$ cat src/rtl/sw_debounce.sv
`default_nettype none
// ============================================================================
// Module   : sw_debounce
// Purpose  : Conditions the raw slide-switch bus for the switch-to-LED
//            decoder. Each bit is synchronized with two flops and debounced
//            by an independent stability counter. The result is a clean,
//            registered switch vector plus per-bit rise/fall strobes.
//
// Parameters
//   WIDTH            number of switch bits (matches decoder input width)
//   DEBOUNCE_CYCLES  consecutive cycles a changed level must hold before it
//                    is accepted (>= 1)
//
// Ports
//   clk       in   1      system clock, rising edge
//   rst       in   1      asynchronous active-high reset
//   sw_in     in   WIDTH  raw asynchronous switch pins
//   sw_out    out  WIDTH  debounced switch vector (registered)
//   sw_rise   out  WIDTH  one-cycle strobe per bit on sw_out 0->1
//   sw_fall   out  WIDTH  one-cycle strobe per bit on sw_out 1->0
//   changed   out  1      OR of all strobes, aligned with them
//
// Revision : 1.0  initial release
// ============================================================================
module sw_debounce #(
    parameter int WIDTH           = 8,
    parameter int DEBOUNCE_CYCLES = 100000
) (
    input  logic             clk,
    input  logic             rst,
    input  logic [WIDTH-1:0] sw_in,
    output logic [WIDTH-1:0] sw_out,
    output logic [WIDTH-1:0] sw_rise,
    output logic [WIDTH-1:0] sw_fall,
    output logic             changed
);

    // Counter is wide enough to hold DEBOUNCE_CYCLES; it never goes past
    // DEBOUNCE_CYCLES-1 because acceptance clears it.
    localparam int CNT_W = (DEBOUNCE_CYCLES < 2) ? 1 : $clog2(DEBOUNCE_CYCLES + 1);
    localparam logic [CNT_W-1:0] CNT_LAST = CNT_W'(DEBOUNCE_CYCLES - 1);
    localparam logic [CNT_W-1:0] CNT_ONE  = CNT_W'(1);

    // ------------------------------------------------------------------
    // Two-flop synchronizer for every bit; only sync2_q is used downstream.
    // ------------------------------------------------------------------
    logic [WIDTH-1:0] sync1_q;
    logic [WIDTH-1:0] sync2_q;

    always_ff @(posedge clk or posedge rst) begin
        if (rst) begin
            sync1_q <= '0;
            sync2_q <= '0;
        end else begin
            sync1_q <= sw_in;
            sync2_q <= sync1_q;
        end
    end

    // Per-bit next-state strobes, gathered so 'changed' can be formed from
    // the same values that are about to be registered as strobes.
    logic [WIDTH-1:0] rise_d_vec;
    logic [WIDTH-1:0] fall_d_vec;
    logic [WIDTH-1:0] out_q_vec;
    logic [WIDTH-1:0] rise_q_vec;
    logic [WIDTH-1:0] fall_q_vec;

    // ------------------------------------------------------------------
    // Independent debounce channel per bit.
    // ------------------------------------------------------------------
    for (genvar i = 0; i < WIDTH; i++) begin : g_chan
        logic [CNT_W-1:0] cnt_q;
        logic [CNT_W-1:0] cnt_d;
        logic             out_q;
        logic             out_d;
        logic             rise_q;
        logic             rise_d;
        logic             fall_q;
        logic             fall_d;

        always_comb begin
            cnt_d  = cnt_q;
            out_d  = out_q;
            rise_d = 1'b0;
            fall_d = 1'b0;
            if (sync2_q[i] == out_q) begin
                // Input agrees with the accepted level: discard any bounce.
                cnt_d = '0;
            end else if (cnt_q == CNT_LAST) begin
                // Level has differed for DEBOUNCE_CYCLES samples: accept it.
                out_d  = sync2_q[i];
                cnt_d  = '0;
                rise_d = sync2_q[i];
                fall_d = ~sync2_q[i];
            end else begin
                cnt_d = cnt_q + CNT_ONE;
            end
        end

        always_ff @(posedge clk or posedge rst) begin
            if (rst) begin
                cnt_q  <= '0;
                out_q  <= 1'b0;
                rise_q <= 1'b0;
                fall_q <= 1'b0;
            end else begin
                cnt_q  <= cnt_d;
                out_q  <= out_d;
                rise_q <= rise_d;
                fall_q <= fall_d;
            end
        end

        assign rise_d_vec[i] = rise_d;
        assign fall_d_vec[i] = fall_d;
        assign out_q_vec[i]  = out_q;
        assign rise_q_vec[i] = rise_q;
        assign fall_q_vec[i] = fall_q;
    end

    // ------------------------------------------------------------------
    // Aggregate change flag, registered alongside the strobes.
    // ------------------------------------------------------------------
    logic changed_q;
    logic changed_d;

    assign changed_d = |(rise_d_vec | fall_d_vec);

    always_ff @(posedge clk or posedge rst) begin
        if (rst) begin
            changed_q <= 1'b0;
        end else begin
            changed_q <= changed_d;
        end
    end

    assign sw_out  = out_q_vec;
    assign sw_rise = rise_q_vec;
    assign sw_fall = fall_q_vec;
    assign changed = changed_q;

endmodule
`default_nettype wire

$ cat config.mk
export PLATFORM = sky130hd
export DESIGN_NAME = sw_debounce
export DESIGN_NICKNAME = d
export VERILOG_FILES = /design/src/rtl/sw_debounce.sv
export SDC_FILE = /design/constraint.sdc
export NUM_CORES = 1
export LEC_CHECK = 0
export ABC_AREA = 0
export CAP_MARGIN = 5
export CORE_ASPECT_RATIO = 1.4
export CORE_MARGIN = 4
export CORE_UTILIZATION = 65
export CTS_CLUSTER_DIAMETER = 200
export DETAILED_ROUTE_END_ITERATION = 12
export HOLD_SLACK_MARGIN = 0.05
export PLACE_DENSITY = 0.89
export SETUP_SLACK_MARGIN = 0.3
export SLEW_MARGIN = 5
export SYNTH_ARGS = -nofsm -noshare
export SYNTH_HDL_FRONTEND = slang
export SYNTH_SLANG_ARGS = --single-unit
export TNS_END_PERCENT = 100
$ cat constraint.sdc
create_clock -name clk -period 14.51 [get_ports clk]
set_input_delay 2.902 -clock clk [delete_from_list [all_inputs] [get_ports clk]]
set_output_delay 2.902 -clock clk [all_outputs]
set_load 0.02 [all_outputs]
==> reports/metrics.yaml, run 1 <==
gp_congestion: 0.884
routed_wirelength_mm: 16.0
synth_most_common_cell: "dfrtp_1"
clkSinkCount: 177
critical-path-slowest-cell: "buf_4"
first_global_vias: 5865
drive_above_1_share: 0.0523
endpoint: "g_chan[4].out_q"
boundaryPins: 35
timing.slew.headroom: 0.381
cp-end-kind: "async pin"
period_share: 0.310
grt_overflow: 0
cp_top_family: "buffers and inverters"
ant_nets: 0
fmax_mhz: 222
setup_violations: 0
crit_path_max_fanout: 102
maxSlewViolCount: 0
async_flop_share: 1.00
min_from: "sync1_q[1]"
drtPass1Iterations: 6
cts_resized: 0
path_class: "input port to async pin"
synth_warnings: 0
syn_nets: 787
die_area_mm2: 0.0144
r2r_start: "g_chan[3].cnt_q[0]"
r2r-end: "g_chan[3].cnt_q[10]"
chipHeight_um: 140
grt_pass1_wl_mm: 27.3
hold_viol: 0
min_period_ps: 4500
start_util: 0.662
vias_per_cell: 6.10
cts_tree: "done"
cp_num_cells: 3
outcome: "completed"
postCtsSetupRepairBufs: 0
route.detailed.drc: 0
postCtsHoldBufs: 0
area_delta_synth_final_pct: 9.77
synth_top_area_cell: "dfrtp_1"
worst_clock_skew_ps: 6.81
antenna_found_initial: 0
leakagePower_nw: 3.76
nets: 792
synthDistinctLibCells: 34
drv_cap: 0
cts_buffer_depth: 2
grtUsageTotal: 0.238
setup_tns_ps: 0
worstSkewPairLatency_ps: 420
vias: 5699
drtIter0Drc: 368
synth-edff-count: 0
htreeDepth: 4
worst_slew_pin_slew_ps: 929
synthCells: 769
ys.flop_type: "dfrtp_1"
startpoint_type: "input port"
vdd_drop_max_v: 0.0000854
final_util: 0.727
synth_top_area_frac: 0.544
cts_root_buf: "clkbuf_16"
die-width_um: 103
hold_path.class: "flop to flop"
path_clk_slew_ps: 60
grt_max_degree: 103
n_fill_cell: 803
synth.top_cells.by_area: "dfrtp_1, xor2_1, nor2_1"
syn_avg_cell_area_um2: 10.6
cp.buffers_inverters: 3
startpoint: "rst"
ys_ff_latch: 177
numCtsBuffers: 17
path_cells: "clkdlybuf4s50_1 > inv_6 > buf_4"
hpwl_mm: 10.1
rsz0062_at_grt: "false"
port-buffer-count: 34
p_per_area_mw_per_mm2: 108
arrival_ps: 4920
row_count: 48
cp.required_ps: 14930
syn-cell-area_mm2: 0.00815
wl_per_cell_um: 17.1
yosysSeqAreaShare: 0.544
synthTopCellsByCount: "dfrtp_1, nor2_1, xor2_1, nand4_1, nand3_1"
ff2ff_path_depth: 5
r2r_slack_ps: 12360
core_mm2: 0.0123
n_antenna_cell: 0
slowest_delay_ps: 850
state kept, by name, summed over array words and instances (netlist names):
name	cells
changed	1
g_chan.cnt_q	136
g_chan.fall_q	8
g_chan.out_q	8
g_chan.rise_q	8
sync1_q	8
sync2_q	8
worst reg2reg max path, delay by kind of cell (launching register included):
family                   cells  cell delay (ps)
flip-flops                   1              400
AND/OR/NAND/NOR              4             1380
adder cells (fa/ha/maj)      1              220
metal layers:
| layer | share of wire | vias to the layer above | GRT usage | routed length, um |
|---|---|---|---|---|
| met1 | 0.41 | 2817 | 0.293 | 6540 |
| met4 | 0.032 | 0 | 0.0933 | 507 |
| met5 | 0 | - | 0 | 0 |
| met3 | 0.041 | 49 | 0.0548 | 647 |
| li1 | - | 2663 | - | - |
| met2 | 0.52 | 170 | 0.401 | 8260 |
logic make-up (layout without fill, tap and decap cells):
| logic type | count (synthesis) | count (layout) | share of synthesized area |
|---|---|---|---|
| AOI/OAI and AO/OA | 40 | 40 | 0.0263 |
| xor gates and xnor gates | 110 | 110 | 0.118 |
| adders and majority gates | 8 | 8 | 0.0123 |
| buffers and inverters | 62 | 77 | 0.0416 |
| DFF | 177 | 177 | 0.544 |
| muxes | 8 | 8 | 0.0111 |
| and+or+nand+nor | 364 | 364 | 0.247 |
cell usage in the layout, fill, tap and decap left out, types with 2 or more instances in the layout:
cell and instances:
clkbuf_16 17, nor4b_1 10, nor4_1 7, or3_1 19, nor3b_1 16, nand2b_1 8
o31ai_1 2, nand2_1 30, nand4_1 46, clkbuf_8 4, nor2_1 122, and3_1 3
o21ai_0 15, clkbuf_1 2, mux2_2 8, or4_1 3, nor3_1 7, xor2_1 73
and2_1 5, clkinv_2 4, dfrtp_1 177, o22ai_1 4, xnor2_1 37, nor4bb_1 16
nand3_1 45, a21oi_1 18, inv_1 12, and4_1 23, ha_1 8, clkdlybuf4s50_1 34
worst min path at each step:
stage | to | slack [ps] | cells past startpoint
after floorplan | sync2_q[0] | 330 | 0
after global placement | sync2_q[1] | 330 | 0
after detailed placement | sync2_q[1] | 340 | 0
after CTS | sync2_q[1] | 350 | 0
after global routing | sync2_q[1] | 360 | 0
final | sync2_q[1] | 350 | 0
final cells by class:
cell class              count  area, um2  area share
flip-flops and latches    177       4430       0.495
inverters                  13       53.8     0.00601
multi-input cells         530       3380       0.378
repair buffers             35        348      0.0389
clock inverters             6       57.6     0.00643
clock buffers              23        488      0.0546
well taps                 150        188      0.0210
report_power, final:
part	switching (mW)	internal, mW
Sequential	0.00801	0.501
Combinational	0.0218	0.00923
Clock	0.178	0.250
stage by stage:
step	setup WS [ps]	total power [mW]	cells	area (um2)	hold slack [ps]
2_1_floorplan	6810	0.539	769	8150	331
3_3_place_gp	9520	0.546	905	8400	333
3_5_place_dp	9430	0.549	905	8400	337
4_1_cts	9900	0.975	934	8940	350
5_1_grt	9640	1.00	934	8940	364
6_report	10010	0.969	934	8940	349
Note: power is estimated with default switching activity, not from simulation.
==> run 2: changes to the inputs <==
--- a/config.mk
+++ b/config.mk
@@ -9,11 +9,11 @@
 export CAP_MARGIN = 5
 export CORE_ASPECT_RATIO = 1.4
 export CORE_MARGIN = 4
-export CORE_UTILIZATION = 65
+export CORE_UTILIZATION = 55
 export CTS_CLUSTER_DIAMETER = 200
 export DETAILED_ROUTE_END_ITERATION = 12
 export HOLD_SLACK_MARGIN = 0.05
-export PLACE_DENSITY = 0.89
+export PLACE_DENSITY = 0.8
 export SETUP_SLACK_MARGIN = 0.3
 export SLEW_MARGIN = 5
 export SYNTH_ARGS = -nofsm -noshare
==> constraint.sdc (replaced) <==
create_clock -name clk -period 4 [get_ports clk]
set_input_delay 0.8 -clock clk [delete_from_list [all_inputs] [get_ports clk]]
set_output_delay 0.8 -clock clk [all_outputs]
set_load 0.02 [all_outputs]
==> reports/metrics.yaml, run 2 (synthesis gave the netlist of run 1 again) <==
outcome: "completed"
worstSkewPairLatency_ps: 430  # about the same
drtPass1Iterations: 5  # -1
layout_common_cells: "dfrtp_1, nor2_1, xor2_1"
grt_overflow: 0  # unchanged
min_period_ps: 2300
route.detailed.drc: 0  # unchanged
vias_per_cell: 5.71  # -6.4%
p_seq_frac: 0.505  # -0.021
switchingPower_mw: 0.810  # +290%
multi_input_area_mm2: 0.00338  # unchanged
port-buffer-count: 34  # unchanged
worst_slew_pin_slew_ps: 961  # +32.3 ps
clkPwrFrac: 0.464  # +0.022
cts_buffer_depth: 2  # unchanged
chipHeight_um: 152  # +8.2%
antenna_found_initial: 0  # unchanged
postCtsSetupRepairBufs: 0  # unchanged
n_antenna_cell: 0  # unchanged
hpwl_mm: 10.2  # +1.1%
fmax_mhz: 435
die-width_um: 111  # +8.0%
internal-power_mw: 2.85  # +270%
path_class: "flop to primary output"
power_mw: 3.66  # +280%
cp-end-kind: "primary output"
area_delta_synth_final_pct: 11.5
crit_path_max_fanout: 5  # -95%
maxSlewViolCount: 0  # unchanged
core_mm2: 0.0145  # +18%
timing.slew.headroom: 0.358  # -0.0229
critical-path-slowest-cell: "clkdlybuf4s50_1"
drtIter0Drc: 262  # -29%
grt_pass1_wl_mm: 26.2  # -4.0%
final_common_cell: "dfrtp_1"
min_from: "sync1_q[2]"
arrival_ps: 1500  # -3420 ps
gp_congestion: 0.842  # -4.8%
startpoint_type: "flop"
postCtsHoldBufs: 0  # unchanged
htreeDepth: 4  # unchanged
ant_nets: 0  # unchanged
path_cells: "clkdlybuf4s50_1"
hold_path.class: "flop to flop"
cp.required_ps: 3200  # -11,730 ps
top_register: "g_chan.cnt_q"
switching_share: 0.222  # +0.00688
path_clk_slew_ps: 70  # about the same
cp.buffers_inverters: 1  # -2
hold_viol: 0  # unchanged
vdd_drop_max_v: 0.000297  # +250%
row_count: 52  # +8.3%
routed_wirelength_mm: 15.0  # -6.1%
placedInstanceArea_mm2: 0.00848  # +0.95%
numCtsBuffers: 17  # unchanged
placedCellCount: 945  # +4.4%
final_area_mm2: 0.00908  # +1.6%
r2r_start: "g_chan[3].cnt_q[0]"
combPwrFrac: 0.031  # about the same
instances_no_fill: 977  # +4.6%
leakagePower_nw: 3.79  # +0.83%
cts_tree: "done"
grtUsageTotal: 0.186  # -0.0518
start_util: 0.562  # -0.100
worst_clock_skew_ps: 8.47  # +1.66 ps
vias: 5577  # -2.1%
slowest_delay_ps: 640  # -210 ps
startpoint: "g_chan[6].out_q"
first_global_vias: 5723  # -2.4%
setup_tns_ps: 0  # unchanged
clkSinkCount: 177  # unchanged
grt_max_degree: 69  # -33%
regArea_mm2: 0.00443  # unchanged
wl_per_cell_um: 15.3  # -10%
cp_top_family: "buffers and inverters"
cts_root_buf: "clkbuf_16"
cts_resized: 0  # unchanged
largest_register_ffs: 136  # unchanged
n_fill_cell: 1155  # +44%
setup_violations: 0  # unchanged
nets: 793  # +0.13%
die_area_mm2: 0.0169  # +17%
boundaryPins: 35  # unchanged
drive_above_1_share: 0.0584  # +0.00608
rsz0062_at_grt: "false"
drv_cap: 0  # unchanged
period_share: 0.575
p_per_area_mw_per_mm2: 402  # +270%
-- run 2: cell count changes in the layout (fill, tap and decap cells not counted) --
cell	previous run	this run
buf_12	0	2
clkinv_2	4	2
clkbuf_8	4	0
inv_6	1	5
clkinv_4	0	2
clkinvlp_4	1	3
bufinv_16	1	3
clkbuf_1	2	1
buf_4	1	0
-- run 2: per-layer routing --
layer  global-route usage  up-vias  part of all wire  wire length [um]
met2                0.322      103              0.52              7830
met1                0.229     2775              0.43              6390
met5                    0        -                 0                 0
met4               0.0622        0             0.016               247
met3               0.0458       24             0.035               517
li1                     -     2675                 -                 -
-- run 2: final timing paths --
kind / cells after the start / slack (ps) / endpoint
setup / recovery: 1 / 1700 / sw_out[6]
hold / removal: 0 / 350 / sync2_q[2]
setup reg to reg: 5 / 1920 / g_chan[3].cnt_q[2]
hold reg to reg: 0 / 350 / sync2_q[2]
max in group asynchronous: 3 / 2260 / g_chan[1].cnt_q[8]
min in group asynchronous: 2 / 930 / sync1_q[4]
-- run 2: per-stage QoR --
| stage | worst slack (ps) | hold WS [ps] | utilization |
|---|---|---|---|
| CTS | 1680 | 356 | 0.626 |
| detailed placement | 1730 | 342 | 0.584 |
| floorplan | 933 | 331 | - |
| finish | 1700 | 354 | 0.626 |
| global route | 1650 | 367 | 0.626 |
| global placement | 1790 | 334 | 0.584 |
-- run 2: layout make-up --
| type | count | share of cell area |
|---|---|---|
| well taps | 189 | 0.0260 |
| repair buffers | 36 | 0.0419 |
| clock inverters | 14 | 0.0194 |
| clock buffers | 18 | 0.0472 |
| inverters | 13 | 0.00578 |
| multi-input cells | 530 | 0.372 |
| flip-flops and latches | 177 | 0.488 |
-- run 2: power groups by stage --
stage	logic, mW	clock network [mW]	registers [mW]
finish	0.115	1.70	1.84
detailed placement	0.118	0	1.88
global placement	0.111	0	1.87
CTS	0.119	1.72	1.84
floorplan	0.0857	0	1.87
global route	0.136	1.80	1.85
==> run 3: changes to the inputs <==
==> constraint.sdc (replaced) <==
create_clock -name clk -period 2.05 [get_ports clk]
set_input_delay 0.41 -clock clk [delete_from_list [all_inputs] [get_ports clk]]
set_output_delay 0.41 -clock clk [all_outputs]
set_load 0.02 [all_outputs]
==> reports/metrics.yaml, run 3 (synthesis gave the netlist of run 1 again) <==
outcome: "completed"
vdd_drop_max_v: 0.000581  # +96%
layout_common_cells: "dfrtp_1, nor2_1, xor2_1"
top_register: "g_chan.cnt_q"
ant_nets: 0  # unchanged
period_share: 0.888
drtPass1Iterations: 5  # unchanged
fmax_mhz: 549
placedCellCount: 962  # +1.8%
final_util: 0.659  # +0.0329
ff2ff_path_depth: 5  # unchanged
cts_root_buf: "clkbuf_16"
cp-end-kind: "flop"
nets: 841  # +6.1%
r2r-end: "g_chan[5].cnt_q[16]"
grt_pass1_wl_mm: 27.6  # +5.2%
routed_wirelength_mm: 16.6  # +11%
area_delta_synth_final_pct: 17.3
rsz0062_at_grt: "true"
hold_path.class: "input port to async pin"
worst_clock_skew_ps: 9.90  # +1.43 ps
numCtsBuffers: 17  # unchanged
setup_violations: 0  # unchanged
worst_slew_pin_slew_ps: 502  # -459 ps
grtUsageTotal: 0.195  # +0.00850
grt_overflow: 0  # unchanged
vias_per_cell: 5.78  # +1.3%
row_count: 52  # unchanged
highest_layer: "met4"
grt_max_degree: 80  # +16%
gp_congestion: 0.836  # -0.67%
hpwl_mm: 10.7  # +4.3%
cts_buffer_depth: 2  # unchanged
path_class: "flop to flop"
largest_register_ffs: 136  # unchanged
hold_viol: 0  # unchanged
r2r_start: "g_chan[5].cnt_q[0]"
first_global_vias: 5962  # +4.2%
clkSinkCount: 177  # unchanged
wl_per_cell_um: 16.2  # +5.5%
crit_path_max_fanout: 4  # -1
htreeDepth: 4  # unchanged
worstSkewPairLatency_ps: 420  # about the same
arrival_ps: 2160  # +660 ps
final_common_cell: "dfrtp_1"
n_antenna_cell: 0  # unchanged
dr_wl_met2_mm: 9.08  # +16%
route.detailed.drc: 0  # unchanged
r2r_slack_ps: 230  # -1690 ps
startpoint_type: "flop"
p_per_area_mw_per_mm2: 750  # +86%
leakagePower_nw: 4.14  # +9.1%
min_period_ps: 1820
antenna_found_initial: 0  # unchanged
wl_met3_um: 632  # +22%
wl_met1_mm: 6.60  # +3.3%
drive_above_1_share: 0.156  # +0.0971
timing.slew.headroom: 0.663  # +0.305
die_area_mm2: 0.0169  # unchanged
maxSlewViolCount: 0  # unchanged
cp.required_ps: 2390  # -810 ps
path_clk_slew_ps: 70  # about the same
chipHeight_um: 152  # unchanged
drv_cap: 0  # unchanged
port-buffer-count: 34  # unchanged
instances_no_fill: 1025  # +4.9%
core_mm2: 0.0145  # unchanged
drtIter0Drc: 382  # +46%
cts_tree: "done"
vias: 5927  # +6.3%
boundaryPins: 35  # unchanged
start_util: 0.562  # unchanged
die-width_um: 111  # unchanged
==> run 3: how the worst max path moves through the flow <==
stage,from,endpoint,slack [ps],depth (start not counted)
global route,g_chan[5].cnt_q[0],g_chan[5].cnt_q[16],220,5
CTS,g_chan[5].cnt_q[1],g_chan[5].cnt_q[16],300,5
detailed placement,g_chan[2].cnt_q[0],changed,130,5
finish,g_chan[5].cnt_q[0],g_chan[5].cnt_q[16],230,5
global placement,g_chan[2].cnt_q[0],changed,200,5
floorplan,rst,changed,-630,1
==> run 3: critical path: stages (launching register included) <==
cell and delay, ps:
dfrtp_1 410, ha_4 170, nand4_1 140, or3_4 400
or4_4 440, a21oi_2 180
==> run 3: power by group <==
part | switching, mW | internal, mW | total, mW | leakage, nW
sequential | 0.0544 | 3.55 | 3.60 | 2.41
clock | 1.33 | 1.95 | 3.28 | 0.290
combinational | 0.175 | 0.114 | 0.289 | 1.44
total | 1.56 | 5.61 | 7.17 | 4.14
==> run 3: metrics by stage <==
| step | cell area [um2] | TNS, ps | hold WS (ps) | power, mW | setup WS [ps] |
|---|---|---|---|---|---|
| floorplan | 8180 | -110910 | 331 | 3.82 | -627 |
| global placement | 8630 | 0 | 334 | 3.90 | 197 |
| detailed placement | 8630 | 0 | 335 | 3.92 | 133 |
| CTS | 9380 | 0 | 285 | 7.21 | 302 |
| global route | 9560 | 0 | 303 | 7.44 | 220 |
| finish | 9560 | 0 | 289 | 7.17 | 229 |
==> run 3: repair_timing <==
item / in CTS / in global routing
buffers inserted: 18 / 13
endpoints found under the setup margin: 100 / 89
gates resized for setup: 40 / 26
hold buffers: 0 / 0
pin swaps: 4 / 8
==> run 3: layer usage <==
layer / GRT usage / vias up
met2: 0.349 / 158
met5: 0 / -
met1: 0.234 / 2976
met3: 0.0426 / 31
met4: 0.0581 / 0
li1: - / 2762
==> run 3: area by class of cell <==
cell class,count,area (um2)
Clock inverter,13,159
Sequential cell,177,4440
Timing Repair Buffer,84,733
Clock buffer,19,443
Fill cell,1022,4950
Tap cell,189,236
Multi-Input combinational cell,530,3500
Inverter,13,52.6
